[config.mk]
export PLATFORM = sky130hd
export DESIGN_NAME = mmcm_lock_sequencer
export DESIGN_NICKNAME = d
export VERILOG_FILES = /design/src/rtl/mmcm_lock_sequencer.sv
export SDC_FILE = /design/constraint.sdc
export NUM_CORES = 1
export LEC_CHECK = 0
export CAP_MARGIN = 20
export CORE_MARGIN = 2
export CORE_UTILIZATION = 55
export DETAILED_ROUTE_END_ITERATION = 10
export GPL_TIMING_DRIVEN = 0
export PLACE_DENSITY_LB_ADDON = 0.12
export SKIP_CTS_REPAIR_TIMING = 1
export SYNTH_ARGS = -nofsm -noshare
export SYNTH_HDL_FRONTEND = slang
export SYNTH_SLANG_ARGS = --single-unit
[constraint.sdc]
create_clock -name i_clk -period 2.5 [get_ports i_clk]
set_input_delay 0.5 -clock i_clk [delete_from_list [all_inputs] [get_ports i_clk]]
set_output_delay 0.5 -clock i_clk [all_outputs]
set_load 0.01 [all_outputs]
[src/rtl/mmcm_lock_sequencer.sv]
// MMCM lock sequencer: issues the MMCM reset pulse, waits for lock with a
// bounded number of retries, qualifies lock stability and re-sequences on
// lock loss. Runs entirely in the free-running board clock domain.
module mmcm_lock_sequencer #(
   parameter int RST_PULSE_CYCLES    = 16,
   parameter int LOCK_TIMEOUT_CYCLES = 20000,
   parameter int LOCK_STABLE_CYCLES  = 1024,
   parameter int MAX_RETRIES         = 3,
   localparam int RETRY_W = (MAX_RETRIES > 0) ? $clog2(MAX_RETRIES + 1) : 1
) (
   input  logic               i_clk,
   input  logic               i_reset_n,
   input  logic               i_mmcm_locked,
   input  logic               i_restart,
   output logic               o_mmcm_reset,
   output logic               o_clk_ready,
   output logic               o_fail,
   output logic               o_lock_lost,
   output logic [RETRY_W-1:0] o_retry_cnt,
   output logic [2:0]         o_state
);

   localparam int MAX_AB = (RST_PULSE_CYCLES > LOCK_TIMEOUT_CYCLES) ?
                           RST_PULSE_CYCLES : LOCK_TIMEOUT_CYCLES;
   localparam int MAX_CD = (LOCK_STABLE_CYCLES > MAX_RETRIES) ?
                           LOCK_STABLE_CYCLES : MAX_RETRIES;
   localparam int MAX_P  = (MAX_AB > MAX_CD) ? MAX_AB : MAX_CD;
   localparam int CNT_W  = (MAX_P > 1) ? $clog2(MAX_P + 1) : 1;

   localparam logic [CNT_W-1:0]   RST_LAST  = CNT_W'(RST_PULSE_CYCLES - 1);
   localparam logic [CNT_W-1:0]   TO_LAST   = CNT_W'(LOCK_TIMEOUT_CYCLES - 1);
   localparam logic [CNT_W-1:0]   STB_LAST  = CNT_W'(LOCK_STABLE_CYCLES - 1);
   localparam logic [RETRY_W-1:0] RETRY_MAX = RETRY_W'(MAX_RETRIES);

   typedef enum logic [2:0] {
      ST_RST_PULSE = 3'd0,
      ST_WAIT_LOCK = 3'd1,
      ST_STABLE    = 3'd2,
      ST_RUN       = 3'd3,
      ST_FAIL      = 3'd4
   } state_t;

   state_t             state;
   state_t             state_next;
   logic [CNT_W-1:0]   cnt;
   logic [RETRY_W-1:0] retry;
   logic               lock_lost;
   logic               sync_1;
   logic               locked_s;
   logic               retry_inc;
   logic               retry_clr;
   logic               lock_drop;
   logic               cnt_clr;

   // Two-flop synchronizer for the asynchronous MMCM locked status
   always_ff @(posedge i_clk or negedge i_reset_n) begin
      if (!i_reset_n) begin
         sync_1   <= 1'b0;
         locked_s <= 1'b0;
      end else begin
         sync_1   <= i_mmcm_locked;
         locked_s <= sync_1;
      end
   end

   // State register
   always_ff @(posedge i_clk or negedge i_reset_n) begin
      if (!i_reset_n) begin
         state <= ST_RST_PULSE;
      end else begin
         state <= state_next;
      end
   end

   // Next-state logic; restart overrides every other transition
   always_comb begin
      state_next = state;
      retry_inc  = 1'b0;
      retry_clr  = 1'b0;
      lock_drop  = 1'b0;
      if (i_restart) begin
         state_next = ST_RST_PULSE;
      end else begin
         case (state)
            ST_RST_PULSE: begin
               if (cnt == RST_LAST) state_next = ST_WAIT_LOCK;
            end
            ST_WAIT_LOCK: begin
               // a lock seen on the timeout cycle still counts as success
               if (locked_s) begin
                  state_next = ST_STABLE;
               end else if (cnt == TO_LAST) begin
                  if (retry == RETRY_MAX) begin
                     state_next = ST_FAIL;
                  end else begin
                     retry_inc  = 1'b1;
                     state_next = ST_RST_PULSE;
                  end
               end
            end
            ST_STABLE: begin
               if (!locked_s) begin
                  state_next = ST_WAIT_LOCK;
               end else if (cnt == STB_LAST) begin
                  retry_clr  = 1'b1;
                  state_next = ST_RUN;
               end
            end
            ST_RUN: begin
               if (!locked_s) begin
                  lock_drop  = 1'b1;
                  state_next = ST_RST_PULSE;
               end
            end
            ST_FAIL: begin
               state_next = ST_FAIL;
            end
            default: begin
               state_next = ST_RST_PULSE;
            end
         endcase
      end
   end

   assign cnt_clr = i_restart || (state_next != state);

   // Shared phase counter: clears on any transition or restart
   always_ff @(posedge i_clk or negedge i_reset_n) begin
      if (!i_reset_n) begin
         cnt <= '0;
      end else if (cnt_clr) begin
         cnt <= '0;
      end else begin
         cnt <= cnt + 1'b1;
      end
   end

   // Retry counter and sticky lock-lost flag
   always_ff @(posedge i_clk or negedge i_reset_n) begin
      if (!i_reset_n) begin
         retry     <= '0;
         lock_lost <= 1'b0;
      end else if (i_restart) begin
         retry     <= '0;
         lock_lost <= 1'b0;
      end else begin
         if (retry_inc) begin
            retry <= retry + 1'b1;
         end else if (retry_clr) begin
            retry <= '0;
         end
         if (lock_drop) lock_lost <= 1'b1;
      end
   end

   // Moore output decode from the registered state
   always_comb begin
      o_mmcm_reset = 1'b0;
      o_clk_ready  = 1'b0;
      o_fail       = 1'b0;
      case (state)
         ST_RST_PULSE: o_mmcm_reset = 1'b1;
         ST_FAIL: begin
            o_mmcm_reset = 1'b1;
            o_fail       = 1'b1;
         end
         ST_RUN:       o_clk_ready  = 1'b1;
         default: begin
            o_mmcm_reset = 1'b0;
         end
      endcase
      o_state     = state;
      o_retry_cnt = retry;
      o_lock_lost = lock_lost;
   end

endmodule

* After elaboration in Yosys (flattened, before gate mapping) *
Cells that the tools add are included.
W data, S select, Z words.

storage, ports and cells
  output and inout bits = 9
  logic and storage cells = 52
  input port bits = 4
  register bits = 23

cells by class
  $add $sub $neg = 2
  muxes and demuxes = 30
  equal/unequal tests = 9
  reductions and logical operators = 5

operator list
  operator                 number
  $mux W3                  8
  $mux W1                  17
  $add A15 B1 Y15 const B  1
  $eq A15 B10 Y1 const B   1
  $eq A15 B15 Y1 const B   1
  $eq A15 B4 Y1 const B    1
  $mux W15                 1
  $pmux W3 S5              1
  $eq A3 B2 Y1 const B     2
  $mux W2                  3
  $eq A3 B1 Y1 const B     1
  $eq A3 B3 Y1 const B     1
  $logic_not A3 Y1         1
  $ne A3 B3 Y1             1
  $reduce_bool A3 Y1       1
  $add A2 B1 Y2 const B    1
  $eq A2 B2 Y1 const B     1
  $reduce_bool A2 Y1       1
  $reduce_or A2 Y1         1
  $logic_or A1 B1 Y1       1

* Depth between registers and ports, before layout *
  depth in word-level cells = 9
  gate-level depth with buffers = 8
  mapped depth without buffers = 6

* Least setup slack after synthesis *
No wires, ideal clock.

  path kind = reg2reg
  from = reg state[1], in the netlist o_state[1]
  to = reg cnt[1]
  required time = 2.376 ns
  stages on the path, launching flop included = 7
  library setup time = 0.124 ns
  arrival = 1.757 ns
  setup slack = 0.618 ns
  path buffers = 2
  clock period less this slack = 1.882 ns
  cells stage by stage = dfrtp_1 -> or4b_4 -> or3_1 -> buf_2 -> buf_6 -> nand4_1 -> mux2i_1

between the ends
  word-level cells in the longest chain between the ends = 7
  elaborated cells on any way between the ends = 16
  those cells by class = eq/ne: 5; mux: 9; reduce/logical: 2

RTL lines
  what                        RTL line  source
  start, declared             43        state_t state;
  start signal, assigned      71        state <= state_next;
  $mux W3 (on tied branches)  104, 92
  $mux W3 (on tied branches)  102, 90
  $pmux W3 S5                 84        case (state)
  $mux W3                     81        if (i_restart) begin
  $ne A3 B3 Y1 *              125       assign cnt_clr = i_restart || (state_next != state);
  $logic_or A1 B1 Y1 *        125
  $mux W15 *                  131       end else if (cnt_clr) begin
  end signal, assigned        134       cnt <= cnt + 1'b1;
  end, declared               45        logic [CNT_W-1:0] cnt;

Mark *: on every way between the ends. The rest lies on a longest branch, timed or not.
A chain may end at the register's enable or synchronous reset.

* Final worst setup path *
  from = reg state[0], in the netlist o_state[0]
  to = out o_clk_ready

between the ends
  word-level cells in the longest chain between the ends = 2

RTL lines
  what           RTL line  source
  $eq A3 B2 Y1   161       case (state)
  $mux W1        161
  end, declared  16        output logic o_clk_ready,

Every way passes these cells.

==> results_dict.tcl <==
set metrics [dict create \
    status "finished, final reports clean" \
    die_w_um 53.2 \
    hold_start "sync_1" \
    cts_buffer_depth 2 \
    ys_seq_elements 23 \
    fmax_mhz 428 \
    drt_iter0_drc 27 \
    async_flop_share_pct 100 \
    ant_nets 0 \
    num_vias 1123 \
    ys_seq_area_share_pct 43.2 \
    synth_cell_type_count 34 \
    antenna_found_initial 0 \
    finalCritPeriodShare_pct 93.5 \
    start_kind "flop" \
    cts_root_buf "clkbuf_4" \
    syn_nets 146 \
    rsz0062_at_grt "false" \
    wire_per_inst_um 15.3 \
    critPathSlowestCell "clkdlybuf4s50_1" \
    syn_area_sq_um 1330 \
    wirelength_mm 2.81 \
    min_path_cells 0 \
    setup_tns_ns 0 \
    layout_commonest_cell "dfrtp_1" \
    ir_drop_v 0.000355 \
    boundaryPins 13 \
    synth_edf_count 0 \
    setup_ws_ns 0.163 \
    max_cap_violations 0 \
    diodes 0 \
    post-place-ws_ns 0.491 \
    place_congestion 0.861 \
    hpwl_mm 1.98 \
    numPortBuffers 11 \
    cp.arrival_ns 1.84 \
    critPathMaxStageDelay_ns 0.54 \
    final_cell_mix "23 x dfrtp_1, 17 x nor2_1, 11 x nand4_1, 11 x xnor2_1, 11 x clkdlybuf4s50_1" \
    finalSetupViolCount 0 \
    drive_gt1_share_pct 7.69 \
    drt-pass1-iter-count 4 \
    rrSetupSlack_ns 0.44 \
    critical_path_peak_fanout 10 \
    endpoint_kind "primary output" \
    critical_path_class "reg2out" \
    floorplan.initialDensity_pct 59.0 \
    gr-usage-all-layers_pct 23.4 \
    ys.flop_type "dfrtp_1" \
    fin_nets 163 \
    core_area_sq_um 2250 \
    required_ns 2.00 \
    clock_latency_ns 0.32 \
    tightest_slew_ns 0.633 \
    hold-path-endpoint "locked_s" \
    die_area_sq_um 2830 \
    vias_per_cell 6.10 \
    syn_avg_cell_area_sq_um 9.51 \
    fill_cells 194 \
    row_count 17 \
    grt_max_degree 24 \
    reg2reg_depth 6 \
    period_minus_slack_ns 2.34 \
    final_core_util_pct 67.3 \
    rr_startpoint "o_state[0]" \
    fin_skew_ns 0.0116 \
    htree_levels 1 \
    syn_inst 140 \
    crit_chain "clkbuf_1, and3b_1, clkdlybuf4s50_1" \
    yosysWarnings 0 \
    final_max_slew_viol_count 0 \
    overflow 0 \
    p_total_uw 601 \
    cts_sinks 23 \
    leakage_nw 0.660 \
    grt_pass1_wl_mm 4.79 \
    dieHeight_um 53.2 \
    syn2layout_area_growth_pct 14.0 \
    cts_buffers 3 \
    timing.slew.headroom_pct 57.6 \
    p_per_area_nw_per_um2 396 \
    r2r-end "cnt[11]" \
    holdCritPathClass "reg2reg" \
    clk_pin_slew_worst_paths_ns 0.12 \
    hold_viol 0 \
    first_global_vias 1020 \
    cts_tree "yes" \
    drc 0 \
]
## metal layers
metal	share of wire, %	up-vias	routed length [um]	track usage [%]
li1	-	539	-	-
met4	1.2	0	33	8.97
met2	46	25	1300	34.0
met1	49	555	1370	35.3
met3	3.8	4	107	2.54
met5	0	-	0	0
## worst max-delay path by stage
stage                     startpoint          end  slack, ns  cells after the start
final                     o_state[0]  o_clk_ready       0.16                      3
after detailed placement  o_state[0]      cnt[14]       0.49                      6
after global placement    o_state[0]      cnt[11]       0.45                      6
after CTS                 o_state[0]  o_clk_ready       0.16                      3
after floorplan           o_state[1]       cnt[1]       0.62                      6
after global routing      o_state[0]  o_clk_ready       0.07                      3
## report_power, final
group | internal (mW) | leakage [nW] | switching [mW]
Sequential | 0.378 | 0.314 | 0.00597
Clock | 0.0624 | 0.0150 | 0.119
Combinational | 0.0136 | 0.331 | 0.0224
## metrics by stage
step | hold slack, ns | instance area [sq um] | cells
6_report | 0.371 | 1520 | 184
3_5_place_dp | 0.347 | 1480 | 179
2_1_floorplan | 0.204 | 1330 | 140
3_3_place_gp | 0.340 | 1480 | 179
5_1_grt | 0.391 | 1520 | 184
4_1_cts | 0.377 | 1500 | 183
## worst max-delay path: cells and delay by family, from the launching register on
family	cells	cell delay (ns)
simple gates	1	0.23
flops	1	0.43
buf+inv	2	0.86
## flip-flops by register name, summed over array words and instances (netlist names)
signal	cells
cnt	15
locked_s	1
o_lock_lost	1
o_retry_cnt	2
o_state	3
sync_1	1
## cells by family after synthesis
kind of cell / count (synthesis) / synth area share, %
muxes: 6 / 4.51
DFF: 23 / 43.2
AOI/OAI and AO/OA: 13 / 6.77
xor gates and xnor gates: 13 / 8.55
adders and majority gates: 2 / 1.88
buffers and inverters: 12 / 4.51
and+or+nand+nor: 71 / 30.5
## Yosys cell counts (all sizes together) (2+ instances only)
cell type / count / area share [%]
nand4b: 6 / 3.9
nand3: 7 / 2.6
mux2i: 6 / 4.5
inv: 4 / 1.1
clkbuf: 3 / 0.85
and3: 2 / 0.94
dfrtp: 23 / 43
o211a: 2 / 1.5
nand3b: 2 / 1.1
xor2: 2 / 1.3
ha: 2 / 1.9
nand2: 8 / 2.3
nand2b: 2 / 0.94
and4: 2 / 1.3
nor4: 2 / 0.94
o21ai: 3 / 1.1
a21oi: 4 / 1.8
xnor2: 11 / 7.2
nor3: 5 / 1.9
buf: 5 / 2.5
nand4: 11 / 5.2
a211oi: 3 / 1.7
nor2: 17 / 4.8
## area by class of cell
cell class | count | area, sq um | area share (%)
multi-input cells | 105 | 696 | 45.8
plain buffers | 8 | 45.0 | 2.97
flip-flops and latches | 23 | 576 | 37.9
repair buffers | 12 | 125 | 8.24
clock buffers | 4 | 26.3 | 1.73
inverters | 4 | 15.0 | 0.989
well taps | 28 | 35.0 | 2.31
(Power assumes the default switching activity.)
